--- src/rtl/mac_arbiter_pkg.sv ---
// mac_arbiter_pkg
//   Shared constants and types for the two-requester MAC arbiter:
//   requester count, operand/result widths, FIFO sizing limits,
//   the requester-id type, the tag-pipeline stage struct and a
//   ring-pointer increment helper used by the response FIFOs.
package mac_arbiter_pkg;

  localparam int NUM_REQ   = 2;
  localparam int OP_W      = 4;
  localparam int RES_W     = 8;
  // Largest legal response FIFO depth; storage is always sized to this.
  localparam int MAX_DEPTH = 4;
  localparam int PTR_W     = 2;
  // Wide enough to hold a count of 0..MAX_DEPTH.
  localparam int CNT_W     = 3;

  typedef logic [0:0] req_id_t;

  typedef struct packed {
    logic    valid;
    req_id_t id;
  } tag_t;

  // Advance a ring pointer, wrapping after slot depth-1.
  function automatic logic [PTR_W-1:0] ptr_next(input logic [PTR_W-1:0] ptr,
                                                 input int               depth);
    logic [PTR_W-1:0] nxt;
    if (ptr == PTR_W'(depth - 1)) begin
      nxt = {PTR_W{1'b0}};
    end else begin
      nxt = ptr + 2'd1;
    end
    return nxt;
  endfunction

endpackage

--- src/rtl/mac_rsp_fifo.sv ---
// mac_rsp_fifo
//   Per-requester response FIFO holding 8-bit MAC results.
//   Ports:
//     clk, reset      clock, asynchronous active-high reset
//     i_push/i_wdata  write a result (must not target a full FIFO
//                     unless a pop happens in the same cycle)
//     i_pop           remove the head entry (ignored when empty)
//     o_data          head entry, 0 while empty
//     o_valid         FIFO non-empty
//     o_count         number of stored entries
module mac_rsp_fifo
  import mac_arbiter_pkg::*;
#(
  parameter int DEPTH = 2
) (
  input  logic             clk,
  input  logic             reset,
  input  logic             i_push,
  input  logic [RES_W-1:0] i_wdata,
  input  logic             i_pop,
  output logic [RES_W-1:0] o_data,
  output logic             o_valid,
  output logic [CNT_W-1:0] o_count
);

  logic [RES_W-1:0] r_mem [MAX_DEPTH];
  logic [PTR_W-1:0] r_wr_ptr;
  logic [PTR_W-1:0] r_rd_ptr;
  logic [CNT_W-1:0] r_count;

  logic w_empty;
  logic w_full;
  logic w_do_push;
  logic w_do_pop;

  assign w_empty   = (r_count == {CNT_W{1'b0}});
  assign w_full    = (r_count == CNT_W'(DEPTH));
  assign w_do_pop  = i_pop && !w_empty;
  // A pop in the same cycle frees the slot, so a full FIFO may still accept.
  assign w_do_push = i_push && (!w_full || w_do_pop);

  // Result storage; cleared on reset so no stale data survives it.
  always_ff @(posedge clk or posedge reset) begin
    if (reset) begin
      for (int i = 0; i < MAX_DEPTH; i++) begin
        r_mem[i] <= {RES_W{1'b0}};
      end
    end else if (w_do_push) begin
      r_mem[r_wr_ptr] <= i_wdata;
    end
  end

  // Read/write ring pointers.
  always_ff @(posedge clk or posedge reset) begin
    if (reset) begin
      r_wr_ptr <= {PTR_W{1'b0}};
      r_rd_ptr <= {PTR_W{1'b0}};
    end else begin
      if (w_do_push) begin
        r_wr_ptr <= ptr_next(r_wr_ptr, DEPTH);
      end
      if (w_do_pop) begin
        r_rd_ptr <= ptr_next(r_rd_ptr, DEPTH);
      end
    end
  end

  // Occupancy; simultaneous push and pop leave it unchanged.
  always_ff @(posedge clk or posedge reset) begin
    if (reset) begin
      r_count <= {CNT_W{1'b0}};
    end else begin
      case ({w_do_push, w_do_pop})
        2'b10:   r_count <= r_count + 3'd1;
        2'b01:   r_count <= r_count - 3'd1;
        default: r_count <= r_count;
      endcase
    end
  end

  assign o_valid = !w_empty;
  assign o_count = r_count;
  assign o_data  = w_empty ? {RES_W{1'b0}} : r_mem[r_rd_ptr];

  a_no_overflow: assert property (@(posedge clk) disable iff (reset)
    !(i_push && w_full && !w_do_pop))
    else $error("mac_rsp_fifo: write into full FIFO");

endmodule

--- src/rtl/mac_arbiter.sv ---
// mac_arbiter
//   Round-robin arbiter sharing one external MAC (a*b+c, 8-bit result)
//   between two requesters, with credit-based flow control into a
//   per-requester response FIFO.
//   Ports:
//     clk, reset               clock, asynchronous active-high reset
//     req_valid/req_ready      per-requester operand handshake
//     req_a/b/c                packed 4-bit operands, [3:0] req0, [7:4] req1
//     rsp_valid/rsp_ready      per-requester result handshake
//     rsp_data                 packed 8-bit results, [7:0] req0, [15:8] req1
//     mac_a/b/c                operands to the shared MAC (0 when idle)
//     mac_result               MAC output, MAC_LATENCY cycles after issue
//     busy                     operation in flight or a FIFO non-empty
module mac_arbiter
  import mac_arbiter_pkg::*;
#(
  parameter int MAC_LATENCY = 1,
  parameter int RSP_DEPTH   = 2
) (
  input  logic                     clk,
  input  logic                     reset,
  input  logic [NUM_REQ-1:0]       req_valid,
  output logic [NUM_REQ-1:0]       req_ready,
  input  logic [NUM_REQ*OP_W-1:0]  req_a,
  input  logic [NUM_REQ*OP_W-1:0]  req_b,
  input  logic [NUM_REQ*OP_W-1:0]  req_c,
  output logic [NUM_REQ-1:0]       rsp_valid,
  input  logic [NUM_REQ-1:0]       rsp_ready,
  output logic [NUM_REQ*RES_W-1:0] rsp_data,
  output logic [OP_W-1:0]          mac_a,
  output logic [OP_W-1:0]          mac_b,
  output logic [OP_W-1:0]          mac_c,
  input  logic [RES_W-1:0]         mac_result,
  output logic                     busy
);

  localparam int USE_W = CNT_W + 1;

  tag_t    r_tag [MAC_LATENCY];
  req_id_t r_last_grant;

  tag_t                 w_tail;
  tag_t                 w_issue_tag;
  logic [NUM_REQ-1:0]   w_elig;
  logic [NUM_REQ-1:0]   w_grant;
  logic                 w_issue;
  logic [NUM_REQ-1:0]   w_push;
  logic [NUM_REQ-1:0]   w_pop;
  logic [NUM_REQ-1:0]   w_fifo_valid;
  logic [CNT_W-1:0]     w_fifo_count [NUM_REQ];
  logic [CNT_W-1:0]     w_inflight   [NUM_REQ];
  logic [USE_W-1:0]     w_used       [NUM_REQ];
  logic [USE_W-1:0]     w_limit      [NUM_REQ];
  logic                 w_any_inflight;

  assign w_tail = r_tag[MAC_LATENCY-1];
  assign w_pop  = w_fifo_valid & rsp_ready;

  // Count tagged operations per requester that are still inside the MAC.
  always_comb begin
    for (int i = 0; i < NUM_REQ; i++) begin
      w_inflight[i] = {CNT_W{1'b0}};
      for (int k = 0; k < MAC_LATENCY; k++) begin
        if (r_tag[k].valid && (r_tag[k].id == req_id_t'(i))) begin
          w_inflight[i] = w_inflight[i] + 3'd1;
        end else begin
          w_inflight[i] = w_inflight[i];
        end
      end
    end
  end

  // Credit check: a requester may issue while buffered plus in-flight
  // results stay below the FIFO depth. A pop this cycle frees one slot,
  // which is what lets a single requester issue every cycle.
  always_comb begin
    for (int i = 0; i < NUM_REQ; i++) begin
      w_used[i]  = {1'b0, w_fifo_count[i]} + {1'b0, w_inflight[i]};
      w_limit[i] = USE_W'(RSP_DEPTH) + {{(USE_W-1){1'b0}}, w_pop[i]};
      w_elig[i]  = !reset && req_valid[i] && (w_used[i] < w_limit[i]);
    end
  end

  // Round-robin grant: on a tie the requester not granted last wins.
  always_comb begin
    w_grant = 2'b00;
    if (w_elig[0] && w_elig[1]) begin
      w_grant = (r_last_grant == 1'b1) ? 2'b01 : 2'b10;
    end else if (w_elig[0]) begin
      w_grant = 2'b01;
    end else if (w_elig[1]) begin
      w_grant = 2'b10;
    end else begin
      w_grant = 2'b00;
    end
  end

  assign w_issue   = |w_grant;
  assign req_ready = w_grant;

  // MAC operand mux; zeros when nothing issues.
  always_comb begin
    mac_a = 4'd0;
    mac_b = 4'd0;
    mac_c = 4'd0;
    if (w_grant[1]) begin
      mac_a = req_a[7:4];
      mac_b = req_b[7:4];
      mac_c = req_c[7:4];
    end else if (w_grant[0]) begin
      mac_a = req_a[3:0];
      mac_b = req_b[3:0];
      mac_c = req_c[3:0];
    end else begin
      mac_a = 4'd0;
      mac_b = 4'd0;
      mac_c = 4'd0;
    end
  end

  // Tag for the operation entering the MAC this cycle.
  always_comb begin
    w_issue_tag       = tag_t'(2'b00);
    w_issue_tag.valid = w_issue;
    w_issue_tag.id    = req_id_t'(w_grant[1]);
  end

  // Tag pipeline aligned with the MAC latency.
  always_ff @(posedge clk or posedge reset) begin
    if (reset) begin
      for (int k = 0; k < MAC_LATENCY; k++) begin
        r_tag[k] <= tag_t'(2'b00);
      end
    end else begin
      r_tag[0] <= w_issue_tag;
      for (int k = 1; k < MAC_LATENCY; k++) begin
        r_tag[k] <= r_tag[k-1];
      end
    end
  end

  // Last-grant pointer; reset to requester 1 so requester 0 wins the first tie.
  always_ff @(posedge clk or posedge reset) begin
    if (reset) begin
      r_last_grant <= 1'b1;
    end else if (w_issue) begin
      r_last_grant <= req_id_t'(w_grant[1]);
    end
  end

  // Route the MAC result at the pipeline tail to its requester's FIFO.
  always_comb begin
    for (int i = 0; i < NUM_REQ; i++) begin
      w_push[i] = w_tail.valid && (w_tail.id == req_id_t'(i));
    end
  end

  for (genvar g = 0; g < NUM_REQ; g++) begin : g_fifo
    mac_rsp_fifo #(
      .DEPTH (RSP_DEPTH)
    ) u_fifo (
      .clk     (clk),
      .reset   (reset),
      .i_push  (w_push[g]),
      .i_wdata (mac_result),
      .i_pop   (w_pop[g]),
      .o_data  (rsp_data[g*RES_W +: RES_W]),
      .o_valid (w_fifo_valid[g]),
      .o_count (w_fifo_count[g])
    );
  end

  assign rsp_valid = w_fifo_valid;

  // Any valid tag still travelling through the MAC.
  always_comb begin
    w_any_inflight = 1'b0;
    for (int k = 0; k < MAC_LATENCY; k++) begin
      w_any_inflight = w_any_inflight | r_tag[k].valid;
    end
  end

  assign busy = w_any_inflight | (|w_fifo_valid);

endmodule

--- config.mk ---
export PLATFORM = sky130hd
export DESIGN_NAME = mac_arbiter
export DESIGN_NICKNAME = d
export VERILOG_FILES = /design/src/rtl/mac_arbiter_pkg.sv /design/src/rtl/mac_rsp_fifo.sv /design/src/rtl/mac_arbiter.sv
export SDC_FILE = /design/constraint.sdc
export NUM_CORES = 1
export LEC_CHECK = 0
export CORE_ASPECT_RATIO = 1.4
export CORE_MARGIN = 2
export CORE_UTILIZATION = 40
export CTS_BUF_LIST = sky130_fd_sc_hd__clkbuf_2 sky130_fd_sc_hd__clkbuf_4 sky130_fd_sc_hd__clkbuf_8
export DETAILED_ROUTE_END_ITERATION = 10
export GPL_TIMING_DRIVEN = 0
export SLEW_MARGIN = 40
export SYNTH_ARGS = -nofsm -noshare
export SYNTH_HDL_FRONTEND = slang
export SYNTH_SLANG_ARGS = --single-unit
--- constraint.sdc ---
create_clock -name clk -period 6.57 [get_ports clk]
set_input_delay 0.9855 -clock clk [delete_from_list [all_inputs] [get_ports clk]]
set_output_delay 0.9855 -clock clk [all_outputs]
set_load 0.03 [all_outputs]
### Word level (Yosys, flattened, before mapping)

Index checks and enable logic that the tools add are counted.

* word-level logic and storage cells: 112
* bits in writable memories: 0
* register bits after elaboration: 81
* bits in read-only memories: 0
* input port bits: 38
* latch bits: 0
* memories: 0

* $add $sub $neg: 12
* multiply operators: 0
* order comparisons: 8
* reductions and logical operators: 26
* bitwise gates (word level): 7
* mux-type cells: 32
* shift-type cells: 0
* divide/modulo/power cells: 0
* equality and inequality tests: 10

Operators by type and width (number)
* bitwise mux 32 bit: 2
* two-way mux 8 bit: 8
* binary-select mux 8 bit (select 2 bit): 2
* demux 8 bit (select 2 bit): 2
* two-way mux 4 bit: 6
* two-way mux 2 bit: 8
* logical AND 1 bit: 13
* == test 2 x 1 -> 1 bit (second input constant): 6
* greater-or-equal comparator 3 bit (second input constant): 4
* NOT 2 -> 3 bit: 4
* one-hot mux 3 bit (2 select lines): 2
* adder 2 x 1 -> 2 bit (second input constant): 4
* less-than comparator 4 x 3 -> 1 bit: 2
* adder 2 x 1 -> 3 bit (first input constant): 2
* adder 3 x 1 -> 3 bit (second input constant): 2
* == test 3 x 2 -> 1 bit (second input constant): 2
* zero test 3 bit: 2
* less-than comparator 3 x 1 -> 1 bit (second input constant): 2
* subtractor 3 x 1 -> 3 bit (second input constant): 2
* zero test 1 bit: 5
* adder 3 x 1 -> 4 bit: 1
* adder 3 x 3 -> 4 bit: 1
* == test 2 bit (second input constant): 2
* nonzero test 2 bit: 2
* other kinds (6): 9

### Logic depth before layout (Yosys ltp)

* depth in word-level cells: 11
* mapped depth: 10
* mapped depth without buffers: 9

### By module

From an unflattened synthesis, not the netlist that was laid out.

* cell total of the unflattened synthesis: 287
* area total of the unflattened synthesis: 4174.0 um2

By module, submodules not included
* mac_rsp_fifo (g_fifo[1].u_fifo): seq. area each 975.9 um2, area an instance 1839.3 um2, cells an instance 117, instances 1
* mac_rsp_fifo (g_fifo[0].u_fifo): seq. area each 975.9 um2, area an instance 1834.3 um2, cells an instance 117, instances 1
* mac_arbiter: seq. area each 76.3 um2, area an instance 500.5 um2, cells an instance 53, instances 1

### Worst setup path before layout

Ideal clock, no wire load.

* path kind: input -> output
* start point: input reset
* end point: output mac_a[0]
* stages on the path: 6
* arrival time: 4.097 ns
* path slack: 1.487 ns
* required time: 5.584 ns
* path through: inv_1 > o2111ai_1 > a211oi_2 > o21a_2 > buf_4 > a22o_1

* word-level cells in the longest chain between the ends: 7
* elaborated cells between the ends (all ways): 11
* classes of those cells: mux: 5; reduce/logical: 6

Ends and longest elaborated chain
* start, declared: line mac_arbiter.sv:21 `input logic reset,`
* zero test 1 bit (no line) (*)
* logical AND 1 bit (2 in series): line mac_arbiter.sv:80 `w_elig[i] = !reset && req_valid[i] && (w_used[i] < w_limit[i]);`
* two-way mux 2 bit or logical AND 1 bit (tied branches): line mac_arbiter.sv:89, mac_arbiter.sv:87
* two-way mux 2 bit (*): line mac_arbiter.sv:87 `if (w_elig[0] && w_elig[1]) begin`
* via req_ready[0]: line mac_arbiter.sv:23 `output logic [NUM_REQ-1:0] req_ready,`
* two-way mux 4 bit (*): line mac_arbiter.sv:110 `end else if (w_grant[0]) begin`
* two-way mux 4 bit (*): line mac_arbiter.sv:106 `if (w_grant[1]) begin`
* end, declared: line mac_arbiter.sv:30 `output logic [OP_W-1:0] mac_a,`

The timed path passes the listed nets; every way through them passes the cells marked *.

### Final worst setup path

* start point: input reset
* end point: output mac_c[0]

* word-level cells in the longest chain between the ends: 7
* elaborated cells between the ends (all ways): 11
* classes of those cells: mux: 5; reduce/logical: 6

Ends and longest elaborated chain
* zero test 1 bit (no line) (*)
* logical AND 1 bit (2 in series): line mac_arbiter.sv:80
* two-way mux 2 bit, or another cell as far along: line mac_arbiter.sv:89 `end else if (w_elig[0]) begin`
* two-way mux 2 bit (*): line mac_arbiter.sv:87
* two-way mux 4 bit or two-way mux 2 bit (tied branches): line mac_arbiter.sv:110, mac_arbiter.sv:87
* two-way mux 4 bit (*): line mac_arbiter.sv:106
* end, declared: line mac_arbiter.sv:32 `output logic [OP_W-1:0] mac_c,`

Mark *: on every way between the ends. The rest lies on a longest branch, timed or not.

==> summary.md <==
| Metric | Value |
|---|---|
| Fin crit share | `72.6%` |
| Resize count post-CTS | `0` |
| Reg2Reg Depth | `9` |
| Pwr Density | `417 nW/um2` |
| Critical path's slowest cell | `clkdlybuf4s50_1` |
| Critical path launch point type | `primary input` |
| Ys async rst share | `100%` |
| Worst EP arrival | `3780 ps` |
| Most common cell in the netlist | `dfrtp_1` |
| Mean post-synth cell area | `13.8 um2` |
| CTS tree | `done` |
| Root buf cell | `clkbuf_8` |
| Yosys warnings | `0` |
| Antenna violations before repair | `0` |
| Max cap viols | `0` |
| Row cnt | `43` |
| Sw power | `0.793 mW` |
| PortBufs | `69` |
| Insertion delay to the later sink of the worst-skew pair | `360 ps` |
| Most common cell on crit path | `clkdlybuf4s50_1` |
| Hold Vio Cnt, Final | `0` |
| RSZ-0062 raised after global routing | `false` |
| Maximum fanout along the worst path | `53` |
| Reg clk slew, reported paths | `80 ps` |
| Comb power frac | `48.9%` |
| Synth area leaders | `dfrtp_1, mux2_2, mux4_2` |
| Via-to-Cell Ratio | `5.15` |
| Critical-path cell list | `clkdlybuf4s50_1 -> inv_6 -> buf_16 -> o2111ai_1 -> a211oi_2 -> o21a_2 -> buf_4 -> a22o_1 -> clkdlybuf4s50_1` |
| Die area | `11000 um2` |
| FF+latch count, synth | `81` |
| Synth cell types | `49` |
| Die Ht | `124 um` |
| Maximum buffer depth of the clock tree | `2` |
| Fin nets | `420` |
| HPWL Detailed | `6050 um` |
| CTS Hold Buffers Added | `0` |
| H-tree levels | `3` |
| Clk network pwr share | `18.0%` |
| CTS Buf Count | `9` |
| Total power | `2.17 mW` |
| Slew Limit Fails | `0` |
| Post-CTS Setup Bufs | `0` |
| Routed wire length | `8720 um` |
| Grt total ovfl | `0` |
| Die Span X | `89.4 um` |
| DR iter-0 viols | `132` |
| Final core occ | `52.5%` |
| HP Class | `reg2reg` |
| Clock sinks | `81` |
| Skew final | `6.70 ps` |
| CORE AREA | `9900 um2` |
| Crit path buf inv count | `5` |
| Post-synthesis cell area | `4080 um2` |
| Vias in the first global route | `2748` |
| Crit path max-delay family | `buffers and inverters` |
| Ports | `71` |
| Stages on worst setup path | `9` |
| Layout cells sized above 1 | `31.4%` |
| Final worst path period need | `4770 ps` |
| Finish-stage setup viols | `0` |
| Area grow syn2layout | `27.2%` |
| Starting utilization of the core area | `41.3%` |
| First-pass GRT wire length | `13800 um` |
| DRC violations left | `0` |
| Main synth FF type | `dfrtp_1` |
| Syn nets | `339` |
| Crit-path max cell delay | `670 ps` |
| Number of inserted diodes | `0` |
| Post-synth EDFFs | `0` |
| P_leak | `2.26 nW` |
| Largest net degree at the start of global routing | `54` |
| Routed Antenna Nets | `0` |
| Max_slew headroom | `46.7%` |
| Sequential share of power | `33.0%` |
| Outcome | `completed` |
| Worst Path Required | `5580 ps` |
| Post-synthesis cell count | `296` |
| Via count | `2662` |
| Int Pwr | `1.37 mW` |
| Sequential fraction of the synthesis area | `49.7%` |
| Sw frac | `36.6%` |
| Placer Congestion | `0.697` |
| Synth cell count leaders | `dfrtp_1, mux2_2, mux4_2` |
| Largest area contributor in the netlist | `dfrtp_1` |
| Fmax | `210 MHz` |
| WHS Path Cells | `1` |
| Drt wl/cell | `16.9 um` |
| Area share of the largest cell type after synthesis | `49.0%` |
| Total GRT Usage | `16.9%` |
| Crit Path Class | `in2out` |
| First-pass DRT Iterations | `4` |
| Max VDD drop | `0.000170 V` |
| Crit. End Element | `output port` |
| Worst-margin pin slew | `795 ps` |
[cell families (layout without fill, tap and decap cells)]
logic type / Yosys count / after routing / share of synthesized area, %
fa+ha+maj: 5 / 5 / 1.90
compound gates: 34 / 34 / 6.92
simple gates: 53 / 53 / 8.46
buf+inv: 28 / 114 / 3.25
mux: 84 / 84 / 27.5
flops: 81 / 81 / 49.7
xor+xnor: 11 / 11 / 2.36
[layout make-up]
| type | count | area, um2 |
|---|---|---|
| fillers | 905 | 4700 |
| flip-flops and latches | 81 | 2030 |
| multi-input cells | 187 | 1930 |
| repair buffers | 70 | 718 |
| clock buffers | 14 | 180 |
| well taps | 135 | 169 |
| plain buffers | 15 | 83.8 |
| inverters | 13 | 53.8 |
| clock inverters | 2 | 35.0 |
[routing by layer]
metal / track usage (%) / vias to the layer above / wire (um) / part of all wire (%)
met5: 0 / - / 0 / 0
met4: 6.44 / 0 / 145 / 1.7
met3: 3.40 / 9 / 501 / 5.7
met2: 29.1 / 69 / 4470 / 51
met1: 20.6 / 1339 / 3600 / 41
li1: - / 1245 / - / -
[through the flow]
stage	setup TNS [ps]	setup WS, ps	std cells	area [um2]	hold WS [ps]
final	0	1800	517	5200	495
after detailed placement	0	1740	501	4980	477
after floorplan	0	1490	296	4080	452
after global routing	0	1570	517	5200	517
after CTS	0	1720	517	5200	495
after global placement	-3710	-359	500	4940	462
[cells in the final DEF, fill, tap and decap left out, types with 6 or more instances in the layout]
cell type and count:
a22o_1 12, and2_1 11, clkbuf_1 6, clkbuf_8 12
clkdlybuf4s50_1 69, dfrtp_1 80, inv_1 10, mux2_2 61
mux4_2 16, nand2_1 11, nor2b_1 9, xnor2_1 7
[power by group through the flow]
stage	registers [mW]	logic, mW	clock network, mW
3_3_place_gp	0.721	1.06	0
2_1_floorplan	0.700	0.751	0
4_1_cts	0.718	1.08	0.404
6_report	0.716	1.06	0.391
5_1_grt	0.736	1.15	0.421
3_5_place_dp	0.728	1.08	0
[flip-flops by register name, summed over array words and instances (netlist names)]
name                    count
r_last_grant                1
g_fifo.u_fifo.r_wr_ptr      4
w_any_inflight              1
g_fifo.u_fifo.r_mem        64
g_fifo.u_fifo.r_rd_ptr      4
g_fifo.u_fifo.o_count       6
r_tag                       1
[worst paths after layout]
| check | startpoint | end | slack, ps |
|---|---|---|---|
| setup / recovery | reset | mac_c[0] | 1800 |
| hold / removal | g_fifo[0].u_fifo.r_mem[11] | g_fifo[0].u_fifo.r_mem[11] | 500 |
| setup reg to reg | g_fifo[1].u_fifo.o_count[1] | g_fifo[1].u_fifo.o_count[2] | 3920 |
| hold reg to reg | g_fifo[0].u_fifo.r_mem[11] | g_fifo[0].u_fifo.r_mem[11] | 500 |
| max in group asynchronous | reset | r_last_grant | 4960 |
| min in group asynchronous | reset | g_fifo[1].u_fifo.r_wr_ptr[0] | 1000 |
Note: power is estimated with default switching activity, not from simulation.
